## config.mk

```make
export PLATFORM = sky130hd
export DESIGN_NAME = exec_stage
export DESIGN_NICKNAME = d
export VERILOG_FILES = /design/src/rtl/exec_stage.sv
export SDC_FILE = /design/constraint.sdc
export NUM_CORES = 1
export LEC_CHECK = 0
export CORE_MARGIN = 3
export CORE_UTILIZATION = 45
export DETAILED_ROUTE_END_ITERATION = 10
export PLACE_DENSITY = 0.72
export SLEW_MARGIN = 15
export SYNTH_ARGS = -nofsm -noshare
export SYNTH_HDL_FRONTEND = slang
export SYNTH_SLANG_ARGS = --single-unit
```

## constraint.sdc

```tcl
create_clock -name clk -period 4.75 [get_ports clk]
set_input_delay 0.95 -clock clk [delete_from_list [all_inputs] [get_ports clk]]
set_output_delay 0.95 -clock clk [all_outputs]
set_load 0.1 [all_outputs]
```

## src/rtl/exec_stage.sv

```systemverilog
// Execute stage: single-cycle ALU with condition codes plus a 16-cycle shift-add
// multiplier that stalls upstream while it runs.
module exec_stage #(
    parameter int CTRL_W = 30
) (
    input  logic              clk,
    input  logic              rst_n,
    input  logic              in_valid,
    input  logic [CTRL_W-1:0] ctrl,
    input  logic [2:0]        rd,
    input  logic [2:0]        rs,
    input  logic [15:0]       rd_data,
    input  logic [15:0]       rs_data,
    input  logic [15:0]       imm,
    input  logic [4:0]        shmnt,
    input  logic              flush,
    output logic              stall,
    output logic              out_valid,
    output logic [15:0]       result,
    output logic [15:0]       result_hi,
    output logic [CTRL_W-1:0] ctrl_out,
    output logic [2:0]        rd_out,
    output logic [2:0]        ccr
);
    localparam logic [4:0] OP_ADD = 5'd1,  OP_SUB = 5'd2,  OP_AND = 5'd3,  OP_OR   = 5'd4;
    localparam logic [4:0] OP_NOT = 5'd5,  OP_SHL = 5'd6,  OP_SHR = 5'd7,  OP_INC  = 5'd8;
    localparam logic [4:0] OP_DEC = 5'd9,  OP_MUL = 5'd10, OP_SETC = 5'd11, OP_CLRC = 5'd12;

    typedef enum logic [1:0] {IDLE, MUL, DONE} state_t;

    typedef struct packed {
        logic [CTRL_W-1:0] ctrl;
        logic [2:0]        rd;
        logic [15:0]       mcand;
    } mul_req_t;

    state_t      state_q, state_d;
    mul_req_t    mreq;
    logic [31:0] prod;
    logic [3:0]  cnt;

    logic [4:0]  alu_op;
    logic        use_imm, set_flags, accept;
    logic [15:0] op_a, op_b, alu_res;
    logic        c_new;
    logic [2:0]  ccr_d;
    logic [4:0]  shl_idx, shr_idx;
    logic [16:0] sum17, step_sum;

    // rs is carried for hazard logic elsewhere; this stage does not need it
    logic unused_rs;
    assign unused_rs = ^rs;

    assign alu_op    = ctrl[4:0];
    assign use_imm   = ctrl[5];
    assign set_flags = ctrl[6];
    assign op_a      = rd_data;
    assign op_b      = use_imm ? imm : rs_data;
    assign stall     = (state_q != IDLE);
    assign accept    = in_valid && !stall && !flush;
    assign shl_idx   = 5'd16 - shmnt;
    assign shr_idx   = shmnt - 5'd1;

    always_comb begin
        alu_res = op_a;
        c_new   = ccr[2];
        sum17   = 17'd0;
        case (alu_op)
            OP_ADD: begin
                sum17   = {1'b0, op_a} + {1'b0, op_b};
                alu_res = sum17[15:0];
                c_new   = sum17[16];
            end
            OP_SUB: begin
                alu_res = op_a - op_b;
                c_new   = (op_a < op_b);
            end
            OP_AND: alu_res = op_a & op_b;
            OP_OR:  alu_res = op_a | op_b;
            OP_NOT: alu_res = ~op_a;
            OP_SHL: begin
                if (shmnt >= 5'd16) begin
                    alu_res = 16'd0;
                    c_new   = 1'b0;
                end else if (shmnt != 5'd0) begin
                    alu_res = op_a << shmnt;
                    c_new   = op_a[shl_idx[3:0]];
                end
            end
            OP_SHR: begin
                if (shmnt >= 5'd16) begin
                    alu_res = 16'd0;
                    c_new   = 1'b0;
                end else if (shmnt != 5'd0) begin
                    alu_res = op_a >> shmnt;
                    c_new   = op_a[shr_idx[3:0]];
                end
            end
            OP_INC: begin
                alu_res = op_a + 16'd1;
                c_new   = (op_a == 16'hFFFF);
            end
            OP_DEC: begin
                alu_res = op_a - 16'd1;
                c_new   = (op_a == 16'h0000);
            end
            OP_SETC: c_new = 1'b1;
            OP_CLRC: c_new = 1'b0;
            default: ;
        endcase
    end

    // SETC/CLRC touch C even when the instruction does not ask for flags
    always_comb begin
        ccr_d = ccr;
        if (set_flags)
            ccr_d = {c_new, alu_res[15], (alu_res == 16'h0000)};
        else if (alu_op == OP_SETC || alu_op == OP_CLRC)
            ccr_d[2] = c_new;
    end

    always_comb begin
        state_d = state_q;
        case (state_q)
            IDLE:    if (accept && alu_op == OP_MUL) state_d = MUL;
            MUL:     if (cnt == 4'd15) state_d = DONE;
            DONE:    state_d = IDLE;
            default: state_d = IDLE;
        endcase
        if (flush) state_d = IDLE;
    end

    always_ff @(posedge clk or negedge rst_n) begin
        if (!rst_n) state_q <= IDLE;
        else        state_q <= state_d;
    end

    // One shift-add step: add multiplicand into the high half when the LSB is set, then shift right
    assign step_sum = {1'b0, prod[31:16]} + (prod[0] ? {1'b0, mreq.mcand} : 17'd0);

    always_ff @(posedge clk or negedge rst_n) begin
        if (!rst_n) begin
            out_valid <= 1'b0;
            result    <= '0;
            result_hi <= '0;
            ctrl_out  <= '0;
            rd_out    <= '0;
            ccr       <= '0;
            mreq      <= '0;
            prod      <= '0;
            cnt       <= '0;
        end else begin
            out_valid <= 1'b0;
            if (!flush) begin
                case (state_q)
                    IDLE: if (accept) begin
                        if (alu_op == OP_MUL) begin
                            mreq <= '{ctrl: ctrl, rd: rd, mcand: op_a};
                            prod <= {16'd0, op_b};
                            cnt  <= 4'd0;
                        end else begin
                            result    <= alu_res;
                            result_hi <= 16'd0;
                            ctrl_out  <= ctrl;
                            rd_out    <= rd;
                            ccr       <= ccr_d;
                            out_valid <= 1'b1;
                        end
                    end
                    MUL: begin
                        prod <= {step_sum, prod[15:1]};
                        cnt  <= cnt + 4'd1;
                    end
                    DONE: begin
                        result    <= prod[15:0];
                        result_hi <= prod[31:16];
                        ctrl_out  <= mreq.ctrl;
                        rd_out    <= mreq.rd;
                        out_valid <= 1'b1;
                        if (mreq.ctrl[6])
                            ccr <= {ccr[2], prod[31], (prod == 32'd0)};
                    end
                    default: ;
                endcase
            end
        end
    end
endmodule

```

==> results.sh <==
export IMPL_status="finished clean"
export IMPL_drive_above_1_share_pct=18.5
export IMPL_start_kind="input pin"
export IMPL_multi_input_area_um2=8590
export IMPL_avgSynthCellArea_um2=8.47
export IMPL_fin_util_pct=60.6
export IMPL_grt_use_total_pct=30.6
export IMPL_cts_buffers=17
export IMPL_synthCells=1549
export IMPL_power_density_nw_per_um2=286
export IMPL_drt_total_wl_um=49000
export IMPL_async_reset_ff_share_pct=100
export IMPL_post_cts_setup_buffers=0
export IMPL_synth_compound_area_share_pct=22.5
export IMPL_synthMuxAreaShare_pct=13.7
export IMPL_grt_overflow=0
export IMPL_drt_first_pass_iters=6
export IMPL_cts_sinks=156
export IMPL_maxCapViolCount=0
export IMPL_die_w_um=177
export IMPL_synth_top_family_by_area="compound AO/OA/AOI/OAI gates"
export IMPL_p_int_mw=2.90
export IMPL_hp_start="result_hi[11]"
export IMPL_ys_types=80
export IMPL_holdBufCountCts=0
export IMPL_hold_class="reg -> reg"
export IMPL_die_h_um=177
export IMPL_fin_area_um2=17100
export IMPL_worstSetupPathType="in -> reg"
export IMPL_layoutNonFillerInstCount=2220
export IMPL_fin_crit_sh_pct=97.8
export IMPL_worst_slew_pin_slew_ps=1140
export IMPL_swShare_pct=41.0
export IMPL_synth_edf_count=0
export IMPL_vias_per_cell=6.06
export IMPL_ir_drop_mv=0.241
export IMPL_seq_area_um2=3900
export IMPL_slew_violations=0
export IMPL_whs_path_depth=2
export IMPL_arrival_ps=5000
export IMPL_grt_pass1_wl_um=74400
export IMPL_dr_total_vias=13464
export IMPL_r2r_cells=13
export IMPL_antenna_found_initial=0
export IMPL_grt_max_degree=112
export IMPL_synth_nets=1726
export IMPL_end_kind="register"
export IMPL_io_buffer_count=159
export IMPL_ant_nets=0
export IMPL_ctsLongestPathBuffers=2
export IMPL_placementRows=61
export IMPL_globalplace_congestion=1.03
export IMPL_period_needed_ps=4650
export IMPL_clk_pin_slew_ps=70
export IMPL_holdWs_ps=466
export IMPL_io_pins=163
export IMPL_cts_max_level=4
export IMPL_finalPower_mw=4.90
export IMPL_drtIter0Drc=1352
export IMPL_num_fill_cells=2480
export IMPL_area_delta_synth_final_pct=30.5
export IMPL_drc=0
export IMPL_insertedDiodeCount=0
export IMPL_synth_xor_area_share_pct=2.47
export IMPL_root_buffer="clkbuf_16"
export IMPL_relSlewSlack_pct=23.8
export IMPL_finalSetupViolCount=0
export IMPL_nets=2006
export IMPL_yosysWarnings=0
export IMPL_cts_tree="built"
export IMPL_critPathMaxFanout=5
export IMPL_dp_cells=2188
export IMPL_core_area_um2=28200
export IMPL_combPwrFrac_pct=39.3
export IMPL_grt_pass1_vias=12844
export IMPL_reg2reg_from="prod[0]"
export IMPL_clockPowerShare_pct=27.9
export IMPL_clk_latency_ps=420
export IMPL_die_area_um2=31200
export IMPL_rrSetupSlack_ps=1420
export IMPL_wl_per_cell_um=22.1
export IMPL_p_leak_nw=7.79
export IMPL_start_util_pct=46.4
export IMPL_rr_endpoint="prod[29]"
export IMPL_max_freq_mhz=215
export IMPL_ys_seq_elements=156
export IMPL_placed_area_um2=16400
export IMPL_hold_viol=0
export IMPL_synth_seq_area_share_pct=29.8
export IMPL_synth_ff_type="dfrtp_1"
export IMPL_netlist_area_um2=13100
export IMPL_dp_hpwl_um=37900
export IMPL_finClkSkew_ps=11.8
export IMPL_yosys_area_share_simple_pct=17.7
export IMPL_synth_fa_ha_area_share_pct=8.24
export IMPL_whs_endpoint="result_hi[11]"
export IMPL_p_switching_mw=2.01
export IMPL_p_seq_share_pct=32.8
export IMPL_required_ps=5100
## cell families (layout without fill, tap and decap cells)
group	count (synthesis)	in the layout
AND/OR/NAND/NOR	491	491
AO/OA/AOI/OAI	449	449
buffers and inverters	183	476
flip-flops	156	156
multiplexers	149	149
adder cells (fa/ha/maj)	84	84
XOR/XNOR	37	37
## per-layer routing
layer,GRT usage [%],up-vias,share of wire (%)
met3,5.13,115,8.5
met2,49.0,663,45
met5,0,-,0
met1,41.2,6443,42
li1,-,6243,-
met4,12.8,0,4.8
## cell usage after synthesis (14+ instances only)
master | number | share of area, %
nand2_1 | 176 | 5.0
dfrtp_1 | 156 | 30
o21ai_0 | 121 | 4.6
nor2_1 | 110 | 3.1
a21oi_1 | 103 | 3.9
mux2i_1 | 92 | 7.0
clkbuf_1 | 85 | 2.4
ha_1 | 80 | 7.6
inv_1 | 63 | 1.8
mux2_2 | 36 | 3.1
nand3_1 | 31 | 1.2
nor3_1 | 31 | 1.2
xnor2_1 | 26 | 1.7
and2_1 | 23 | 1.1
mux4_2 | 21 | 3.6
buf_2 | 20 | 0.76
a211oi_1 | 19 | 1.1
nand2b_1 | 19 | 0.91
nor4_1 | 18 | 0.86
o31ai_1 | 16 | 0.92
o22ai_1 | 15 | 0.72
or3_1 | 15 | 0.72
a22o_1 | 14 | 0.93
o211ai_1 | 14 | 0.80
## stage by stage
step	setup slack (ps)	TNS, ps
2_1_floorplan	168	0
3_3_place_gp	-440	-1880
3_5_place_dp	-377	-1770
4_1_cts	50.1	0
5_1_grt	-25.6	-47.1
6_report	103	0
## flip-flops by register name (all words and copies together) (netlist names)
register   cells
mreq          49
prod          32
ctrl_out      30
result        16
result_hi     16
cnt            4
ccr            3
rd_out         3
state_q        2
out_valid      1
## layout make-up
class / count / share of cell area, %
flip-flops and latches: 156 / 22.8
well taps: 378 / 2.76
clock inverters: 15 / 1.10
multi-input cells: 1210 / 50.2
inverters: 65 / 1.43
clock buffers: 17 / 2.48
repair buffers: 379 / 19.3
## critical path: stages
cell             delay, ps
clkdlybuf4s50_1        500
buf_4                  180
mux2i_1                220
buf_4                  160
inv_1                   60
ha_1                   230
fa_1                   440
a21o_1                 200
o2bb2ai_1              170
nor2_1                 200
o21bai_1               210
a311o_1                440
o32a_1                 310
o221ai_1               180
a22oi_1                100
buf_4                  170
o21ai_1                120
o21a_1                 130
## layout by cell type, fill, tap and decap left out, drive strengths merged, types with 23 or more instances in the layout
cell,synthesis,routed
buf,33,223
nand2,176,176
dfrtp,156,156
clkdlybuf4s50,0,155
o21ai,124,124
nor2,110,110
a21oi,103,103
mux2i,92,92
ha,80,80
inv,63,72
mux2,36,36
nor3,31,31
nand3,31,31
xnor2,26,26
and2,23,23
## worst max-delay path by stage
| stage | startpoint | slack (ps) | cells past startpoint | to |
|---|---|---|---|---|
| global placement | ctrl[2] | -440 | 19 | ccr[1] |
| floorplan | ctrl[5] | 170 | 15 | ccr[1] |
| finish | ctrl[5] | 100 | 18 | result[14] |
| CTS | ctrl[2] | 50 | 19 | ccr[1] |
| global route | ctrl[4] | -30 | 19 | ccr[1] |
| detailed placement | ctrl[2] | -380 | 19 | ccr[1] |
## power groups by stage
stage               Sequential [mW]  Clock [mW]  Combinational, mW
floorplan                      2.09           0              0.716
global placement               1.62           0               1.87
detailed placement             1.63           0               1.89
CTS                            1.61        1.39               1.90
global route                   1.63        1.45               2.04
finish                         1.61        1.37               1.93
## what timing repair did
item	4_1_cts	5_1_grt
resized for setup	0	13
setup endpoints to repair	0	5
endpoints found under the hold margin	0	0
(Power assumes the default switching activity.)
